[config.mk]
export PLATFORM = sky130hd
export DESIGN_NAME = mem_wb_stage
export DESIGN_NICKNAME = d
export VERILOG_FILES = /design/src/rtl/mem_wb_stage_pkg.sv /design/src/rtl/mem_wb_stage_reg_file.sv /design/src/rtl/mem_wb_stage.sv
export SDC_FILE = /design/constraint.sdc
export NUM_CORES = 1
export LEC_CHECK = 0
export ABC_AREA = 1
export BUFFER_PORTS_ARGS = -buffer_cell sky130_fd_sc_hd__buf_2
export CORE_MARGIN = 8
export CORE_UTILIZATION = 45
export DETAILED_ROUTE_END_ITERATION = 8
export SLEW_MARGIN = 15
export SYNTH_ARGS = -nofsm -noshare
export SYNTH_HDL_FRONTEND = slang
export SYNTH_SLANG_ARGS = --single-unit
[constraint.sdc]
create_clock -name clk -period 5.37 [get_ports clk]
set_input_delay 1.074 -clock clk [delete_from_list [all_inputs] [get_ports clk]]
set_output_delay 1.074 -clock clk [all_outputs]
set_load 0.01 [all_outputs]
[src/rtl/mem_wb_stage_pkg.sv]
// Shared constants for the writeback stage: opcode encodings, register-file
// geometry and the stack-pointer register used by CALL/RET.
package mem_wb_stage_pkg;

  localparam int DATA_W = 16;
  localparam int NREG   = 16;
  localparam int REG_AW = 4;
  localparam int SP_REG = 15;
  localparam int CNT_W  = 16;

  localparam logic [3:0] OP_ADD  = 4'h0;
  localparam logic [3:0] OP_SUB  = 4'h1;
  localparam logic [3:0] OP_AND  = 4'h2;
  localparam logic [3:0] OP_OR   = 4'h3;
  localparam logic [3:0] OP_XOR  = 4'h4;
  localparam logic [3:0] OP_SHL  = 4'h5;
  localparam logic [3:0] OP_SHR  = 4'h6;
  localparam logic [3:0] OP_ADDI = 4'h7;
  localparam logic [3:0] OP_LW   = 4'h8;
  localparam logic [3:0] OP_SW   = 4'h9;
  localparam logic [3:0] OP_B    = 4'hA;
  localparam logic [3:0] OP_BEQ  = 4'hB;
  localparam logic [3:0] OP_CALL = 4'hC;
  localparam logic [3:0] OP_RET  = 4'hD;

  // CALL and RET always target the stack pointer regardless of the rd field.
  function automatic logic [REG_AW-1:0] dest_reg(input logic [3:0] opcode,
                                                 input logic [REG_AW-1:0] rd);
    if (opcode == OP_CALL || opcode == OP_RET) return REG_AW'(SP_REG);
    return rd;
  endfunction

endpackage

[src/rtl/mem_wb_stage_reg_file.sv]
// Architectural register file: one write port, two combinational read ports
// with write-through bypass; R0 is hardwired to zero.
module mem_wb_stage_reg_file
  import mem_wb_stage_pkg::*;
(
  input  logic              clk,
  input  logic              rst_n,
  input  logic              wr_en,
  input  logic [REG_AW-1:0] wr_addr,
  input  logic [DATA_W-1:0] wr_data,
  input  logic [REG_AW-1:0] rs_addr,
  input  logic [REG_AW-1:0] rt_addr,
  output logic [DATA_W-1:0] rs_data,
  output logic [DATA_W-1:0] rt_data
);

  logic [DATA_W-1:0] regs_q [NREG];
  logic [DATA_W-1:0] regs_d [NREG];

  always_comb begin
    regs_d = regs_q;
    if (wr_en && wr_addr != '0) regs_d[wr_addr] = wr_data;
  end

  always_ff @(posedge clk or negedge rst_n) begin
    if (!rst_n) begin
      for (int i = 0; i < NREG; i++) regs_q[i] <= '0;
    end else begin
      regs_q <= regs_d;
    end
  end

  // A write landing this edge is already visible to decode in the same cycle.
  assign rs_data = (rs_addr == '0) ? '0 :
                   (wr_en && wr_addr == rs_addr) ? wr_data : regs_q[rs_addr];
  assign rt_data = (rt_addr == '0) ? '0 :
                   (wr_en && wr_addr == rt_addr) ? wr_data : regs_q[rt_addr];

endmodule

[src/rtl/mem_wb_stage.sv]
// MEM/WB pipeline register plus writeback: destination decode, forwarding,
// RET redirect and retired-instruction counter around the register file.
module mem_wb_stage
  import mem_wb_stage_pkg::*;
(
  input  logic              clk,
  input  logic              rst_n,
  input  logic              mem_valid,
  input  logic [15:0]       mem_instr,
  input  logic [15:0]       mem_wb,
  input  logic              mem_we,
  input  logic [15:0]       mem_ret_addr,
  input  logic              stall,
  input  logic              flush,
  input  logic [3:0]        rs_addr,
  input  logic [3:0]        rt_addr,
  output logic [15:0]       rs_data,
  output logic [15:0]       rt_data,
  output logic              fwd_valid,
  output logic [3:0]        fwd_rd,
  output logic [15:0]       fwd_data,
  output logic              redirect_valid,
  output logic [15:0]       redirect_pc,
  output logic [CNT_W-1:0]  retired_count
);

  logic             valid_q, valid_d;
  logic [3:0]       op_q, op_d;
  logic [3:0]       rd_q, rd_d;
  logic [15:0]      wb_q, wb_d;
  logic             we_q, we_d;
  logic [15:0]      ret_q, ret_d;
  logic [CNT_W-1:0] count_q, count_d;

  logic             capture;
  logic [3:0]       dest;
  logic             wr_en;

  // Stall and flush both turn this edge into a bubble; payload simply holds.
  always_comb begin
    capture = mem_valid & ~stall & ~flush;
    valid_d = capture;
    op_d    = op_q;
    rd_d    = rd_q;
    wb_d    = wb_q;
    we_d    = we_q;
    ret_d   = ret_q;
    if (capture) begin
      op_d  = mem_instr[15:12];
      rd_d  = mem_instr[11:8];
      wb_d  = mem_wb;
      we_d  = mem_we;
      ret_d = mem_ret_addr;
    end
    count_d = valid_q ? count_q + CNT_W'(1) : count_q;
  end

  always_ff @(posedge clk or negedge rst_n) begin
    if (!rst_n) begin
      valid_q <= 1'b0;
      op_q    <= '0;
      rd_q    <= '0;
      wb_q    <= '0;
      we_q    <= 1'b0;
      ret_q   <= '0;
      count_q <= '0;
    end else begin
      valid_q <= valid_d;
      op_q    <= op_d;
      rd_q    <= rd_d;
      wb_q    <= wb_d;
      we_q    <= we_d;
      ret_q   <= ret_d;
      count_q <= count_d;
    end
  end

  always_comb begin
    dest           = dest_reg(op_q, rd_q);
    wr_en          = valid_q & we_q & (dest != '0);
    fwd_valid      = wr_en;
    fwd_rd         = wr_en ? dest : '0;
    fwd_data       = wr_en ? wb_q : '0;
    redirect_valid = valid_q & (op_q == OP_RET);
    redirect_pc    = redirect_valid ? ret_q : '0;
  end

  assign retired_count = count_q;

  mem_wb_stage_reg_file u_reg_file (
    .clk     (clk),
    .rst_n   (rst_n),
    .wr_en   (wr_en),
    .wr_addr (dest),
    .wr_data (wb_q),
    .rs_addr (rs_addr),
    .rt_addr (rt_addr),
    .rs_data (rs_data),
    .rt_data (rt_data)
  );

endmodule

# ---- Word level (Yosys, flattened, before mapping)
# Index checks and enable logic that the tools add are counted.
dict set report totals {
  reg_bits 314
}
dict set report classes {
  add_sub_neg 1
  n_lt_le_gt_ge 4
  n_eq_ne 4
  mux 19
  bitwise 10
  n_reduce_logical 8
}
# cell count
set op_table {}
lappend op_table {{$bwmux W256} 1}
lappend op_table {{$mux W16} 11}
lappend op_table {{$bmux W16 S4} 2}
lappend op_table {{$demux W16 S4} 1}
lappend op_table {{$add A16 B1 Y16 const B} 1}
lappend op_table {{$ge A5 B5 Y1 const B} 3}
lappend op_table {{$not A4 Y5} 3}
lappend op_table {{$mux W4} 3}
lappend op_table {{$eq A4 B4 Y1} 2}
lappend op_table {{$eq A4 B4 Y1 const B} 2}
lappend op_table {{$logic_not A4 Y1} 2}
lappend op_table {{$and A1 B1 Y1} 5}
lappend op_table {{$lt A5 B1 Y1 const B} 1}
lappend op_table {{$logic_and A1 B1 Y1} 4}
lappend op_table {{$reduce_bool A4 Y1} 1}
lappend op_table {{$not A1 Y1} 2}
lappend op_table {{$logic_or A1 B1 Y1} 1}
lappend op_table {{$mux W1} 1}

# ---- Longest topological paths before layout
# Gate-level depths: netlist (run 1).
dict set report logic_depth {
  ltp_word 10
  depth_mapped 12
  ltp_nobuf 10
}

# ---- Cells and area by module
# A second synthesis (run 1) with hierarchy kept.
dict set report unflattened {
  hier_cells 2701
  hier_area_um2 18191.2
}
# module n_inst cells_each area_per_inst_um2 seq_area_each_um2
set modules_own_cells {}
lappend modules_own_cells {mem_wb_stage_reg_file 1 2354 15346.0 6406.1}
lappend modules_own_cells {mem_wb_stage 1 347 2845.2 1451.4}

# ---- Least setup slack after synthesis (run 1)
# No wires, ideal clock.
dict set report synth_path {
  kind {input to output}
  from {input rs_addr[0]}
  to {output rs_data[10]}
  arrival_ns 2.240
  t_required_ns 4.296
  setup_slack_ns 2.056
  path_stages 11
  n_path_buf 3
  path_cell_list {buf_2 -> buf_2 -> clkbuf_1 -> nand2_1 -> nand3_1 -> nand3_1 -> nand3_1 -> nand2_1 -> nand2_1 -> nand2_1 -> nor2_1}
}
dict set report synth_via {
  elab_chain_cells 6
  word_cells_on_any_way 9
  classes_between {1 x eq/ne; 5 x mux; 1 x bitwise; 2 x reduce/logical}
}
# element line
set synth_rtl {}
lappend synth_rtl {{start, declared} mem_wb_stage.sv:15} ;# input logic [3:0] rs_addr,
lappend synth_rtl {{$not A4 Y5 (implied by the code)} mem_wb_stage_reg_file.sv:35} ;# (wr_en && wr_addr == rs_addr) ? wr_data : regs_q[rs_addr];
lappend synth_rtl {{$bmux W16 S4} mem_wb_stage_reg_file.sv:35}
lappend synth_rtl {{$mux W16 (implied by the code) (2 in a row)} mem_wb_stage_reg_file.sv:35}
lappend synth_rtl {{$mux W16} mem_wb_stage_reg_file.sv:35}
lappend synth_rtl {{$mux W16 (*)} mem_wb_stage_reg_file.sv:34} ;# assign rs_data = (rs_addr == '0) ? '0 :
lappend synth_rtl {{end, declared} mem_wb_stage.sv:17} ;# output logic [15:0] rs_data,
# Every way passes the cells marked *; elsewhere a longest branch is shown, timed or not. The select of a mux whose other input is x is not followed.

# ---- Worst setup path in the final report (run 1)
dict set report layout_path {
  from {input rs_addr[1]}
  to {output rs_data[2]}
}
# The elaborated chain is that of the path after synthesis.

==> flow_summary.ini, run 1 <==
[global_routing]
grt_max_degree = 122
grt_pass1_vias = 16760
antenna_found_initial = 0
grt_use_total_pct = 27.58
overflow = 0
grt_pass1_wl_um = 96520

[timing]
rsz0062_at_grt = false
fmaxAchievable_mhz = 220.5
tns_ns = 0
hold_slack_ns = 0.3758
skew_ns = 0.01170
hold_viol = 0
finalSetupViolCount = 0
slew_violations = 0
tightest_slew_ns = 1.227
fin_crit_sh_pct = 84.45
layout_min_cycle_time_ns = 4.535
relSlewSlack_pct = 18.01

[yosys]
synthMuxAreaShare_pct = 0
synthSimpleGateAreaFrac_pct = 38.46
synth_compound_area_share_pct = 8.116
yosys.area_share.xor_xnor_pct = 0.7663
synth_top_family_by_area = simple AND/OR/NAND/NOR gates
netlist_instances = 2472
synth.area.top_cells = dfrtp_1 (46%), nand2_1 (21%), nand3_1 (13%)
ys_ff_latch = 314
synth_top_area_share_pct = 45.83
yosysTopAreaCell = dfrtp_1
seq_area_frac_synth_pct = 45.83
mappedNetlistNets = 2535
synthAdderAreaFrac_pct = 0.07298
yosys_warnings = 0
ys_types = 26
syn_avg_cell_area_um2 = 6.935
synthesis.area_um2 = 17140

[floorplanning]
die_h_um = 211.2
start_util_pct = 45.62
rows = 71
die_w_um = 211.2
io-pin-count = 148
die_area_um2 = 44600
coreArea_um2 = 37580

[route]
drc = 0
routedWlPerCell_um = 20.39
drt-pass1-iter-count = 6
wl_met2_um = 28020
routed_wirelength_um = 62040
wl_met1_um = 26280
vias = 17080
ant_nets = 0
wl_met3_um = 4809
top_layer = met4
vias_per_cell = 5.613
drt_iter0_markers = 2001

[critical_path]
rrSetupSlack_ns = 2.52
reg2reg_to = u_reg_file.regs_q[110]
cp_top_family = buffers and inverters
critPathMaxStageDelay_ns = 0.45
critPathCaptureType = output port
r2r_cells = 8
start_kind = input port
crit_slowest_cell = inv_2
required_ns = 4.30
rr_startpoint = op_q[1]
worstPathCellList = buf_2 > inv_2 > nand2_1 > nand2_1 > nor2_1 > nand3_1 > buf_4 > nand2_1 > nand2_1 > nor2_1 > buf_2
worstSetupPathType = in2out
cp_max_fo = 32
crit_buf_inv = 4
cp_common_cell = nand2_1
crit_arrival_ns = 3.46

[worst_hold_path]
worstHoldStart = u_reg_file.regs_q[254]
hold_path.class = reg2reg
holdPathEnd = u_reg_file.regs_q[254]
worstHoldPathCells = 0

[clock_tree]
cts.clk_slew.worst_paths_ns = 0.06
post_cts.repair.setup_buffers = 0
htree_levels = 2
clk_latency_ns = 0.53
cts_tree = done
cts.sinks = 314
post_cts_resized = 0
cts_made_buffers = 37
cts_hold_buf = 0
cts_buffer_depth = 3
cts_root_buffer = clkbuf_16

[power]
p_per_area_nw_per_um2 = 339.9
leakage_nw = 9.379
peakVddDrop_mv = 0.2563

[finish]
multi_input_area_um2 = 8142
nFillCells = 3753
drive_gt1_share_pct = 10.98
syn_to_final_growth_pct = 13.28
register_area_um2 = 7858
nets = 2566
num_antenna_cells = 0

[placement]
hpwl_um = 37620
port-buffer-count = 139
globalplace.congestion = 0.9327

[job]
cap_violations = 0

[status]
outcome = finished clean
[routing by layer]
metal | up-vias | GRT usage [%]
met5 | - | 0
met4 | 0 | 13.85
met3 | 163 | 4.585
met2 | 804 | 43.71
met1 | 8065 | 36.19
li1 | 8048 | -
[how the worst max path moves through the flow]
| stage | cells past startpoint | to | slack (ns) | startpoint |
|---|---|---|---|---|
| 2_1_floorplan | 11 | rs_data[10] | 2.06 | rs_addr[0] |
| 3_3_place_gp | 11 | rs_data[2] | 0.97 | rs_addr[1] |
| 3_5_place_dp | 11 | rs_data[2] | 0.99 | rs_addr[1] |
| 4_1_cts | 11 | rs_data[2] | 0.98 | rs_addr[1] |
| 5_1_grt | 11 | rs_data[2] | 0.78 | rs_addr[1] |
| 6_report | 11 | rs_data[2] | 0.84 | rs_addr[1] |
[layout by cell type (no fill, tap or decap), types with 39 or more instances in the layout]
| master | netlist | final |
|---|---|---|
| buf_2 | 58 | 136 |
| buf_4 | 1 | 51 |
| clkbuf_16 | 0 | 39 |
| dfrtp_1 | 314 | 314 |
| inv_1 | 79 | 77 |
| nand2_1 | 976 | 973 |
| nand3_1 | 461 | 461 |
| nor2_1 | 116 | 116 |
| o21ai_0 | 224 | 224 |
| o21ai_1 | 53 | 53 |
[cells by family (layout without fill, tap and decap cells)]
logic type,count (synthesis),count (layout)
AND/OR/NAND/NOR,1576,1576
AO/OA/AOI/OAI,278,278
XOR/XNOR,15,15
buffers and inverters,288,348
flip-flops,314,314
adder cells (fa/ha/maj),1,1
[cell type report]
class | count | area share (%)
multi-input combinational | 1870 | 41.92
sequential | 314 | 40.46
timing repair buffer | 194 | 6.172
clock buffer | 59 | 5.927
tap | 511 | 3.292
inverter | 86 | 1.688
clock inverter | 9 | 0.5412
[power breakdown]
part	leakage, nW	internal [W]	switching [W]
clock network	0.623	0.00157	0.00103
registers	4.28	0.00263	0.000216
logic	4.48	0.000362	0.000793
total	9.38	0.00456	0.00204
[per-stage QoR]
step	setup slack (ns)	power, W	utilization, %	std cells	instance area (um^2)
after floorplan	2.056	0.003554	-	2472	17140
after global placement	0.9690	0.003998	48.32	2975	18160
after detailed placement	0.9872	0.004028	48.33	2975	18160
after CTS	0.9819	0.006631	51.67	3043	19420
after global routing	0.7771	0.006907	51.68	3043	19420
final	0.8352	0.006602	51.68	3043	19420
[synthesized netlist by cell type, drive strengths merged]
library cell / number
o21ai: 277
buf: 81
ha: 1
nor3: 3
xor2: 7
nand4: 8
nand2: 981
nand3: 462
inv: 86
xnor2: 8
clkbuf: 121
and3: 1
dfrtp: 314
nor2: 121
a21oi: 1
[registers in the layout, summed over array words and instances, names as in the netlist]
register	count
wb_q	16
we_q	1
u_reg_file.regs_q	256
retired_count	16
rd_q	4
valid_q	1
op_q	4
ret_q	16
Note: power is estimated with default switching activity, not from simulation.
==> run 2: changes to the inputs <==
==> constraint.sdc (replaced) <==
create_clock -name clk -period 4.6 [get_ports clk]
set_input_delay 0.92 -clock clk [delete_from_list [all_inputs] [get_ports clk]]
set_output_delay 0.92 -clock clk [all_outputs]
set_load 0.01 [all_outputs]
==> flow_summary.ini, run 2 (synthesis results as in run 1) <==
[floorplanning]
start_util_pct = 45.62
die_w_um = 211.2
rows = 71
coreArea_um2 = 37580
die_h_um = 211.2
die_area_um2 = 44600
io-pin-count = 148

[clock_tree]
cts_buffer_depth = 3
cts.sinks = 314
post_cts.repair.setup_buffers = 0
cts_made_buffers = 37
htree_levels = 2
cts_hold_buf = 0
cts_root_buffer = clkbuf_16
cts.clk_slew.worst_paths_ns = 0.06
post_cts_resized = 0
clk_latency_ns = 0.53
cts_tree = done

[finish]
top_register = u_reg_file.regs_q
design_area_um2 = 19380
largest_reg_flops = 256
syn_to_final_growth_pct = 13.02
layout_common_cells = nand2_1 (974), nand3_1 (461), dfrtp_1 (314), o21ai_0 (224), buf_2 (136)
nFillCells = 3724
drive_gt1_share_pct = 10.64
utilization_pct = 51.56
nets = 2571
final_common_cell = nand2_1
num_antenna_cells = 0

[route]
routed_wirelength_um = 61390
ant_nets = 0
routedWlPerCell_um = 20.20
vias = 16990
drc = 0
drt_iter0_markers = 1859
vias_per_cell = 5.591
drt-pass1-iter-count = 6

[placement]
globalplace.congestion = 0.9249
place_area_um2 = 18280
hpwl_um = 37290
preCtsSetupSlack_ns = 0.7493
port-buffer-count = 139

[critical_path]
worstSetupPathType = in2out
critPathMaxStageDelay_ns = 0.40
cp_common_cell = nor2_1
cp_max_fo = 53
worstPathCellList = buf_2 > buf_12 > nand3_1 > nand2_1 > nor2_1 > nand3_1 > buf_4 > nor2_1 > nor2_1 > buf_2
rr_startpoint = op_q[1]
crit_slowest_cell = buf_4
start_kind = input port
critPathLaunch = rt_addr[1]
crit_arrival_ns = 2.96
required_ns = 3.68
critPathCaptureType = output port

[job]
cap_violations = 0

[status]
outcome = finished clean

[global_routing]
grt_pass1_vias = 16400
antenna_found_initial = 0
grt_max_degree = 130
overflow = 0
grt_pass1_wl_um = 94790
grt_use_total_pct = 27.02

[power]
peakVddDrop_mv = 0.2357
leakage_nw = 9.343
p_per_area_nw_per_um2 = 383.1

[timing]
tightest_slew_ns = 1.007
tns_ns = 0
finalSetupViolCount = 0
rsz0062_at_grt = false
hold_viol = 0
relSlewSlack_pct = 32.85
fin_crit_sh_pct = 84.26
fmaxAchievable_mhz = 258.0
setup_slack_ns = 0.7239
slew_violations = 0
skew_ns = 0.01500
layout_min_cycle_time_ns = 3.876

[worst_hold_path]
worstHoldStart = u_reg_file.regs_q[254]
hold_path.class = reg2reg
run 2: worst max-delay path: cells and delay by family:
family / cells / cell delay, ns
AND/OR/NAND/NOR: 6 / 0.67
buffers and inverters: 4 / 1.33
run 2: stage by stage:
step | std cells | total power, W | hold slack (ns)
4_1_cts | 3039 | 0.007452 | 0.3821
3_5_place_dp | 2980 | 0.004708 | 0.3684
5_1_grt | 3039 | 0.007766 | 0.3859
2_1_floorplan | 2472 | 0.004149 | 0.4290
6_report | 3039 | 0.007423 | 0.3797
3_3_place_gp | 2980 | 0.004672 | 0.3654
run 2: layout make-up:
| cell class | count | area (um^2) | area share (%) |
|---|---|---|---|
| clock buffer | 59 | 1089 | 5.618 |
| inverter | 86 | 327.8 | 1.692 |
| multi-input combinational | 1870 | 8139 | 42.01 |
| sequential | 314 | 7858 | 40.55 |
| tap | 511 | 639.4 | 3.300 |
| timing repair buffer | 199 | 1324 | 6.832 |
run 2: report_power, final:
part           leakage [nW]  switching [W]  total (W)  internal (W)
Combinational          4.54       0.000922    0.00136      0.000435
Sequential             4.28       0.000252    0.00332       0.00307
Clock                 0.530        0.00114    0.00274       0.00160
run 2: final timing paths:
check / to / slack (ns) / depth (start not counted)
max: rt_data[14] / 0.72 / 10
min: u_reg_file.regs_q[254] / 0.38 / 0
max reg2reg: u_reg_file.regs_q[46] / 2.23 / 8
min reg2reg: u_reg_file.regs_q[254] / 0.38 / 0
max in group asynchronous: u_reg_file.regs_q[2] / 3.01 / 2
min in group asynchronous: u_reg_file.regs_q[169] / 0.47 / 1
run 2: routing by layer:
| layer | vias up | routed length, um | track usage [%] | share of wire (%) |
|---|---|---|---|---|
| li1 | 8030 | - | - | - |
| met1 | 8045 | 26360 | 36.52 | 43 |
| met2 | 771 | 27690 | 42.10 | 45 |
| met3 | 144 | 4812 | 4.347 | 7.8 |
| met4 | 0 | 2534 | 12.67 | 4.1 |
| met5 | - | 0 | 0 | 0 |
==> run 3: changes to the inputs <==
--- a/config.mk
+++ b/config.mk
@@ -10,6 +10,7 @@
 export CORE_MARGIN = 8
 export CORE_UTILIZATION = 45
 export DETAILED_ROUTE_END_ITERATION = 8
+export PLACE_DENSITY = 0.65
 export SLEW_MARGIN = 15
 export SYNTH_ARGS = -nofsm -noshare
 export SYNTH_HDL_FRONTEND = slang
==> constraint.sdc (replaced) <==
create_clock -name clk -period 3.4 [get_ports clk]
set_input_delay 0.68 -clock clk [delete_from_list [all_inputs] [get_ports clk]]
set_output_delay 0.68 -clock clk [all_outputs]
set_load 0.01 [all_outputs]
==> flow_summary.ini, run 3 (synthesis results as in run 1) <==
[global_routing]
grt_pass1_wl_um = 94850
antenna_found_initial = 2
use_met3_pct = 4.318
grt_use_total_pct = 27.01
met2_usage_pct = 41.98
overflow = 0
grt_use_met1_pct = 36.33
grt.busiest_layer = met2
grt_pass1_vias = 16830
grt_max_degree = 91

[clock_tree]
cts.sinks = 314
clk_latency_ns = 0.53
cts_root_buffer = clkbuf_16
cts_tree = done
cts_hold_buf = 0
cts_made_buffers = 37
cts_buffer_depth = 3
post_cts.repair.setup_buffers = 0
htree_levels = 2
cts.clk_slew.worst_paths_ns = 0.06

[floorplanning]
coreArea_um2 = 37580
start_util_pct = 45.62
die_h_um = 211.2
die_area_um2 = 44600
rows = 71
io-pin-count = 148
die_w_um = 211.2

[critical_path]
start_kind = flop
crit_buf_inv = 3
critPathMaxStageDelay_ns = 0.36
crit_arrival_ns = 2.56
critPathCaptureType = output port
worstSetupPathType = reg2out
required_ns = 2.72
cp_max_fo = 32
crit_slowest_cell = dfrtp_1
rr_startpoint = op_q[1]
worstPathCellList = inv_1 > nand3_4 > nand3_1 > nor2_2 > nor2_8 > nand3_1 > buf_12 > nand2_1 > nand2_1 > nor2_1 > buf_2
cp_top_family = simple AND/OR/NAND/NOR gates
critPathLaunch = op_q[1]

[finish]
layout_common_cells = nand2_1 (975), nand3_1 (461), dfrtp_1 (314), o21ai_0 (224), buf_2 (136)
nFillCells = 3650
num_antenna_cells = 0
final_common_cell = nand2_1
drive_gt1_share_pct = 11.38
nets = 2581
utilization_pct = 52.28
syn_to_final_growth_pct = 14.59
top_register = u_reg_file.regs_q
largest_reg_flops = 256

[timing]
tightest_slew_ns = 0.6510
fmaxAchievable_mhz = 308.7
finalSetupViolCount = 0
rsz0062_at_grt = false
hold_viol = 0
skew_ns = 0.009245
tns_ns = 0
fin_crit_sh_pct = 95.27
slew_violations = 0
relSlewSlack_pct = 56.55
layout_min_cycle_time_ns = 3.239

[route]
routedWlPerCell_um = 20.02
drt-pass1-iter-count = 6
ant_nets = 0
vias = 17290
drt_iter0_markers = 1939
drc = 0
vias_per_cell = 5.668
routed_wirelength_um = 61070

[job]
cap_violations = 0

[worst_hold_path]
hold_path.class = in2async

[power]
leakage_nw = 9.478
power.total_w = 0.01041
p_per_area_nw_per_um2 = 529.8
peakVddDrop_mv = 0.3821

[placement]
hpwl_um = 38060
globalplace.congestion = 0.9330
port-buffer-count = 139

[status]
outcome = finished clean
## run 3: cell types whose count changed in the layout (fill, tap and decap cells not counted), moves of 2 or more
cell       previous run  this run
clkbuf_1             14         5
clkinv_4              0         2
buf_4                49        54
clkinv_2              0         3
buf_12               13        18
bufinv_16             0         4
## run 3: layout make-up
cell class / instances / area [um^2] / area share, %
timing repair buffer: 209 / 1461 / 7.439
multi-input combinational: 1870 / 8147 / 41.47
tap: 511 / 639.4 / 3.255
sequential: 314 / 7858 / 40.00
clock buffer: 49 / 1041 / 5.299
clock inverter: 11 / 171.4 / 0.8726
inverter: 86 / 327.8 / 1.669
## run 3: path summary, 6_finish.rpt
check / endpoint / slack (ns) / cells past startpoint
worst max-delay path: rs_data[1] / 0.16 / 11
worst min-delay path: u_reg_file.regs_q[201] / 0.08 / 1
worst max register to register: u_reg_file.regs_q[46] / 1.18 / 8
worst min register to register: u_reg_file.regs_q[254] / 0.38 / 0
max in group asynchronous: u_reg_file.regs_q[218] / 2.34 / 2
min in group clk: op_q[2] / 0.35 / 3
## run 3: layer usage
layer	wire (um)	share of wire (%)
met1	25360	42
met2	27170	44
met3	5556	9.1
met4	2956	4.8
met5	23	0.038
## run 3: what timing repair did
action | CTS | global route
endpoints found under the hold margin | 0 | 0
resized for setup | 0 | 3
endpoints found under the setup margin | 0 | 3
## run 3: per-stage QoR
| stage | instances | hold WS (ns) | setup WS, ns | cell area, um^2 |
|---|---|---|---|---|
| 5_1_grt | 3050 | 0.1141 | 0.08911 | 19650 |
| 3_5_place_dp | 2990 | 0.3656 | 0.3764 | 18420 |
| 4_1_cts | 3050 | 0.1005 | 0.09923 | 19630 |
| 3_3_place_gp | 2990 | 0.3665 | 0.3725 | 18420 |
| 6_report | 3050 | 0.07665 | 0.1608 | 19650 |
| 2_1_floorplan | 2472 | 0.3844 | 0.8741 | 17140 |
## run 3: report_power, final
part / switching, W / internal [W] / leakage, nW / total, W
clock: 0.00158 / 0.00245 / 0.595 / 0.00403
combinational: 0.00125 / 0.000610 / 4.61 / 0.00186
sequential: 0.000358 / 0.00415 / 4.28 / 0.00451
total: 0.00320 / 0.00721 / 9.48 / 0.0104
